## config.mk

```make
export PLATFORM = sky130hd
export DESIGN_NAME = aes_job_sequencer
export DESIGN_NICKNAME = d
export VERILOG_FILES = /design/src/rtl/aes_job_sequencer.sv
export SDC_FILE = /design/constraint.sdc
export NUM_CORES = 1
export LEC_CHECK = 0
export ABC_CLOCK_PERIOD_IN_PS = 6950
export CORE_UTILIZATION = 50
export DETAILED_ROUTE_END_ITERATION = 8
export PLACE_DENSITY = 0.89
export SETUP_SLACK_MARGIN = 0.1
export SYNTH_ARGS = -nofsm -noshare
export SYNTH_HDL_FRONTEND = slang
export SYNTH_SLANG_ARGS = --single-unit
```

## constraint.sdc

```tcl
create_clock -name clk -period 6.95 [get_ports clk]
set_input_delay 0.695 -clock clk [delete_from_list [all_inputs] [get_ports clk]]
set_output_delay 0.695 -clock clk [all_outputs]
set_load 0.005 [all_outputs]
```

## src/rtl/aes_job_sequencer.sv

```systemverilog
// aes_job_sequencer: releases key/rc/text bytes per job into the AES-256 core, frames its output stream and counts blocks.
// Optional feature macro: AES_KEY_REUSE_EN (skip KEY/RC when software asks to reuse the previously loaded key).
module aes_job_sequencer #(
    parameter int TEXT_BYTES   = 16,
    parameter int KEY_BYTES    = 32,
    parameter int RC_BYTES     = 7,
    parameter int OUT_BYTES    = 16,
    parameter int MAX_INFLIGHT = 2
) (
    input  logic        clk,
    input  logic        rst_n,
    input  logic        en,
    input  logic        key_reuse,
    input  logic        text_src_valid,
    input  logic        key_src_valid,
    input  logic        rc_src_valid,
    output logic        text_src_enr,
    output logic        key_src_enr,
    output logic        rc_src_enr,
    input  logic        text_dst_full,
    input  logic        key_dst_full,
    input  logic        rc_dst_full,
    output logic        text_dst_wr,
    output logic        key_dst_wr,
    output logic        rc_dst_wr,
    input  logic        out_valid,
    input  logic        m_tready,
    output logic        out_enr,
    output logic        m_tvalid,
    output logic        m_tlast,
    output logic        busy,
    output logic [2:0]  inflight,
    output logic [15:0] blocks_done
);
    typedef enum logic [1:0] {IDLE, KEY, RC, TEXT} state_t;
    state_t state, state_nx;
    logic [7:0] cnt, ocnt, last_cnt;
    logic cur_valid, cur_full, wr, phase_done, start, reuse_ok, text_done, dec;
`ifdef AES_KEY_REUSE_EN
    logic valid_key;
    // remember that a complete key has been loaded into the core
    always_ff @(posedge clk or negedge rst_n)
        if (!rst_n) valid_key <= 1'b0;
        else if (state == KEY && phase_done) valid_key <= 1'b1;
    assign reuse_ok = key_reuse & valid_key;
`else
    logic unused_key_reuse;
    assign unused_key_reuse = key_reuse;
    assign reuse_ok = 1'b0;
`endif
    // phase stream selection, byte strobes, output framing and next state
    always_comb begin
        state_nx    = state;
        cur_valid   = state == KEY ? key_src_valid : state == RC ? rc_src_valid : text_src_valid;
        cur_full    = state == KEY ? key_dst_full : state == RC ? rc_dst_full : text_dst_full;
        last_cnt    = state == KEY ? 8'(KEY_BYTES - 1) : state == RC ? 8'(RC_BYTES - 1) : 8'(TEXT_BYTES - 1);
        wr          = (state != IDLE) & cur_valid & ~cur_full;
        phase_done  = wr & (cnt == last_cnt);
        text_done   = (state == TEXT) & phase_done;
        start       = en & text_src_valid & (inflight < 3'(MAX_INFLIGHT));
        key_src_enr = (state == KEY) & ~key_dst_full;
        rc_src_enr  = (state == RC) & ~rc_dst_full;
        text_src_enr = (state == TEXT) & ~text_dst_full;
        key_dst_wr  = (state == KEY) & wr;
        rc_dst_wr   = (state == RC) & wr;
        text_dst_wr = (state == TEXT) & wr;
        out_enr     = m_tready & rst_n;
        m_tvalid    = out_valid & m_tready & rst_n;
        m_tlast     = m_tvalid & (ocnt == 8'(OUT_BYTES - 1));
        dec         = m_tlast & (inflight != 3'd0);
        busy        = (state != IDLE) | (inflight != 3'd0);
        if (state == IDLE) state_nx = start ? (reuse_ok ? TEXT : KEY) : IDLE;
        else if (phase_done) state_nx = state == KEY ? RC : state == RC ? TEXT : IDLE;
    end
    // state register
    always_ff @(posedge clk or negedge rst_n)
        if (!rst_n) state <= IDLE;
        else state <= state_nx;
    // byte counters, in-flight tracking and block statistics
    always_ff @(posedge clk or negedge rst_n)
        if (!rst_n) begin
            cnt         <= '0;
            ocnt        <= '0;
            inflight    <= '0;
            blocks_done <= '0;
        end else begin
            cnt         <= (state == IDLE || phase_done) ? 8'd0 : wr ? cnt + 8'd1 : cnt;
            ocnt        <= m_tlast ? 8'd0 : m_tvalid ? ocnt + 8'd1 : ocnt;
            inflight    <= inflight + 3'(text_done) - 3'(dec);
            blocks_done <= blocks_done + 16'(m_tlast);
        end
endmodule

```

==> Implementation_results.wiki <==
{| class="wikitable"
! Metric !! Value
|-
| Final period util || 51.5%
|-
| Mapped Cells || 173
|-
| Wire length of the first global-routing pass || 6490 µm
|-
| Growth of design area from synthesis to finish || 28.5%
|-
| Yosys top cell by area || sky130_fd_sc_hd__dfrtp_1
|-
| Total routing resource utilization after global routing || 20.9%
|-
| Maximum number of pins on one net before global-route repair || 39
|-
| Seq/Total Area, Yosys || 48.7%
|-
| Transition time at the pin with the least slew margin || 0.834 ns
|-
| Average via count per standard cell || 5.51
|-
| Synth cell types || 44
|-
| Crit path required time || 6.25 ns
|-
| Placed cells || 258
|-
| Antenna cells || 0
|-
| Maximum capacitance violations || 0
|-
| VDD IR-drop max || 0.147 mV
|-
| Post-CTS Hold Buffers || 0
|-
| Post-route DRC violation count || 0
|-
| Max-slew violation count || 0
|-
| Width of the die || 63.7 µm
|-
| Overall die area || 4050 µm²
|-
| 1st-pass router iterations || 4
|-
| Number of port buffers || 39
|-
| Normalized max-slew margin || 44.4%
|-
| Overflow left after global routing || 0
|-
| RePlAce Congestion || 0.806
|-
| CP arrival || 2.89 ns
|-
| Worst min path class || flop to flop
|-
| Post-CTS setup buffer count || 0
|-
| Initial Util || 51.9%
|-
| Iter 0 DRT Violations || 73
|-
| Cell area after synthesis || 1900 µm²
|-
| Number of buffers created by CTS || 5
|-
| Total number of yosys warnings || 0
|-
| Fillers || 293
|-
| Final setup violation count || 0
|-
| Remaining antenna violation count after routing || 0
|-
| Peak fanout along the critical path || 38
|-
| Number of placement rows || 22
|-
| Setup tns final || 0 ns
|-
| Post-cts sizing count || 0
|-
| Fraction of layout cells with a size suffix above 1 || 7.37%
|-
| Number of buffers on the longest clock path || 2
|-
| Synthesized netlist net count || 197
|-
| TritonCTS clock tree || done
|-
| Total number of vias || 1460
|-
| Minimum period implied by the final worst setup slack || 3.58 ns
|-
| Unrepaired setup endpoints after global routing || false
|-
| Per-cell routed wire length || 13.8 µm
|-
| #FFs+latches synth || 37
|-
| Share of the synthesized area in the top cell type || 48.7%
|-
| Number of sinks on the clock net || 37
|-
| Hold violation total from the final report || 0
|-
| CTS H-Tree Depth || 2
|-
| Layout Cells excl Fill || 265
|-
| CORE AREA || 3660 µm²
|-
| Post-DP HPWL || 2720 µm
|-
| Setup crit start kind || input pin
|-
| Critical setup path kind || input pin to output pin
|-
| Via count of the first global-routing pass || 1468
|-
| Type of element capturing the critical path || output pin
|-
| Number of top-level pins || 41
|-
| Top achievable clock speed || 279 MHz
|-
| Largest cells by area after synthesis || sky130_fd_sc_hd__dfrtp_1, sky130_fd_sc_hd__xnor2_1, sky130_fd_sc_hd__ha_1, sky130_fd_sc_hd__nand3_1, sky130_fd_sc_hd__nand2_1
|-
| Total wire length || 3650 µm
|-
| Clock tree root driver cell || sky130_fd_sc_hd__clkbuf_8
|-
| Worst-Skew Late Latency || 0.29 ns
|-
| Power Density || 214 nW/µm²
|-
| Placed standard-cell area || 2340 µm²
|-
| Syn Area/Cell || 11.0 µm²
|-
| Clock-pin slew on the worst setup and hold paths || 0.07 ns
|-
| Overall die height || 63.7 µm
|-
| Number of nets in the final layout || 241
|-
| P_leak || 1.08 nW
|-
| Number of antenna violations at the first check in global routing || 0
|-
| Core occupancy in the finished layout || 66.7%
|-
| Clock Skew || 0.00434 ns
|-
| Status || finished clean
|-
| Finished Cell Area || 2440 µm²
|}
path summary, 6_finish.rpt:
path                                       from               endpoint  slack (ns)  cells after the start
min reg2reg                 ocnt[7]$_DFFE_PN0P_    ocnt[7]$_DFFE_PN0P_        0.48                      1
max reg2reg                state[0]$_DFFE_PN0N_  inflight[2]$_DFF_PN0_        3.95                     11
min                         ocnt[7]$_DFFE_PN0P_    ocnt[7]$_DFFE_PN0P_        0.48                      1
min in group asynchronous                 rst_n  inflight[1]$_DFF_PN0_        0.51                      1
max                                       rst_n                m_tlast        3.37                      5
max in group asynchronous                 rst_n     cnt[4]$_DFFE_PN0P_        5.92                      1
synth_stat cells:
| cell type | instances |
|---|---|
| sky130_fd_sc_hd__nand4_1 | 5 |
| sky130_fd_sc_hd__inv_2 | 1 |
| sky130_fd_sc_hd__nand3b_1 | 2 |
| sky130_fd_sc_hd__nand3_1 | 13 |
| sky130_fd_sc_hd__nor3_1 | 5 |
| sky130_fd_sc_hd__nor3_2 | 1 |
| sky130_fd_sc_hd__or4b_4 | 1 |
| sky130_fd_sc_hd__o31ai_1 | 2 |
| sky130_fd_sc_hd__o21ai_1 | 1 |
| sky130_fd_sc_hd__a31oi_2 | 1 |
| sky130_fd_sc_hd__nor2_1 | 7 |
| sky130_fd_sc_hd__a31o_1 | 1 |
| sky130_fd_sc_hd__or2_4 | 1 |
| sky130_fd_sc_hd__clkinv_1 | 1 |
| sky130_fd_sc_hd__a21oi_1 | 1 |
| sky130_fd_sc_hd__and2_1 | 3 |
| sky130_fd_sc_hd__and4_1 | 3 |
| sky130_fd_sc_hd__o21ai_2 | 1 |
| sky130_fd_sc_hd__nand2_1 | 14 |
| sky130_fd_sc_hd__nor3b_1 | 2 |
| sky130_fd_sc_hd__or4_1 | 1 |
| sky130_fd_sc_hd__nor2b_1 | 3 |
| sky130_fd_sc_hd__mux2i_1 | 1 |
| sky130_fd_sc_hd__nor4b_1 | 1 |
| sky130_fd_sc_hd__xnor2_1 | 18 |
| sky130_fd_sc_hd__mux2_1 | 1 |
| sky130_fd_sc_hd__nor4bb_1 | 1 |
| sky130_fd_sc_hd__inv_1 | 6 |
| sky130_fd_sc_hd__ha_1 | 11 |
| sky130_fd_sc_hd__or4bb_1 | 1 |
| sky130_fd_sc_hd__or2_2 | 1 |
| sky130_fd_sc_hd__o211ai_1 | 5 |
| sky130_fd_sc_hd__a21o_1 | 1 |
| sky130_fd_sc_hd__a311o_1 | 2 |
| sky130_fd_sc_hd__and3_1 | 5 |
| sky130_fd_sc_hd__nor4_1 | 1 |
| sky130_fd_sc_hd__o41ai_1 | 1 |
| sky130_fd_sc_hd__fa_1 | 1 |
| sky130_fd_sc_hd__and3_4 | 1 |
| sky130_fd_sc_hd__o311ai_1 | 1 |
| sky130_fd_sc_hd__xor2_1 | 4 |
| sky130_fd_sc_hd__clkbuf_1 | 2 |
| sky130_fd_sc_hd__dfrtp_1 | 37 |
| sky130_fd_sc_hd__and3b_1 | 1 |
per-stage QoR:
step | total power, mW | hold slack [ns] | setup slack [ns]
after global routing | 0.551 | 0.492 | 3.08
after CTS | 0.529 | 0.484 | 3.32
after floorplan | 0.311 | 0.399 | 4.15
after global placement | 0.348 | 0.456 | 3.34
final | 0.524 | 0.484 | 3.37
after detailed placement | 0.352 | 0.471 | 3.34
cell usage in the layout (no fill, tap or decap), types with 2 or more instances in the layout:
cell and n:
sky130_fd_sc_hd__dfrtp_1 37, sky130_fd_sc_hd__clkdlybuf4s50_1 38, sky130_fd_sc_hd__nand3_1 13, sky130_fd_sc_hd__clkbuf_8 5
sky130_fd_sc_hd__and3_1 5, sky130_fd_sc_hd__and4_1 3, sky130_fd_sc_hd__o31ai_1 2, sky130_fd_sc_hd__and2_1 3
sky130_fd_sc_hd__nand2_1 14, sky130_fd_sc_hd__nor2b_1 3, sky130_fd_sc_hd__xor2_1 4, sky130_fd_sc_hd__nor3b_1 2
sky130_fd_sc_hd__nor2_1 7, sky130_fd_sc_hd__nor3_1 5, sky130_fd_sc_hd__inv_1 6, sky130_fd_sc_hd__nand3b_1 2
sky130_fd_sc_hd__ha_1 11, sky130_fd_sc_hd__a311o_1 2, sky130_fd_sc_hd__o211ai_1 5, sky130_fd_sc_hd__nand4_1 5
sky130_fd_sc_hd__xnor2_1 18
power by group:
| group | total, mW | internal, mW | switching, mW | leakage [nW] |
|---|---|---|---|---|
| registers | 0.248 | 0.232 | 0.0159 | 0.502 |
| clock network | 0.176 | 0.104 | 0.0719 | 0.0540 |
| logic | 0.100 | 0.0476 | 0.0525 | 0.519 |
| total | 0.524 | 0.383 | 0.140 | 1.08 |
sequential cells by signal, indices dropped and copies added (netlist names):
register	count
inflight	3
ocnt	8
cnt	8
blocks_done	16
state	2
cell families after synthesis:
family                   share of synthesized area (%)
flip-flops                                        48.7
buffers and inverters                             1.97
AO/OA/AOI/OAI                                     7.24
multiplexers                                      1.12
adder cells (fa/ha/maj)                           8.29
AND/OR/NAND/NOR                                   22.5
XOR/XNOR                                          10.1
final cells by class:
cell class	instances	area [µm²]	share of cell area (%)
flip-flops and latches	37	926	37.9
multi-input cells	126	937	38.4
clock inverters	2	35.0	1.43
repair buffers	39	385	15.8
inverters	8	30.0	1.23
well taps	48	60.1	2.46
clock buffers	5	68.8	2.82
critical path: stages:
cell                              delay [ns]
sky130_fd_sc_hd__buf_2                  0.63
sky130_fd_sc_hd__and2_1                 0.25
sky130_fd_sc_hd__nand2_1                0.16
sky130_fd_sc_hd__nor3_1                 0.53
sky130_fd_sc_hd__clkdlybuf4s50_1        0.61
metal layers:
metal | global-route usage (%) | part of all wire (%)
met1 | 25.1 | 45
met2 | 35.4 | 49
met3 | 4.89 | 4.6
met4 | 8.81 | 1.3
met5 | 0 | 0
No activity file was read; power rests on OpenSTA's default activity.
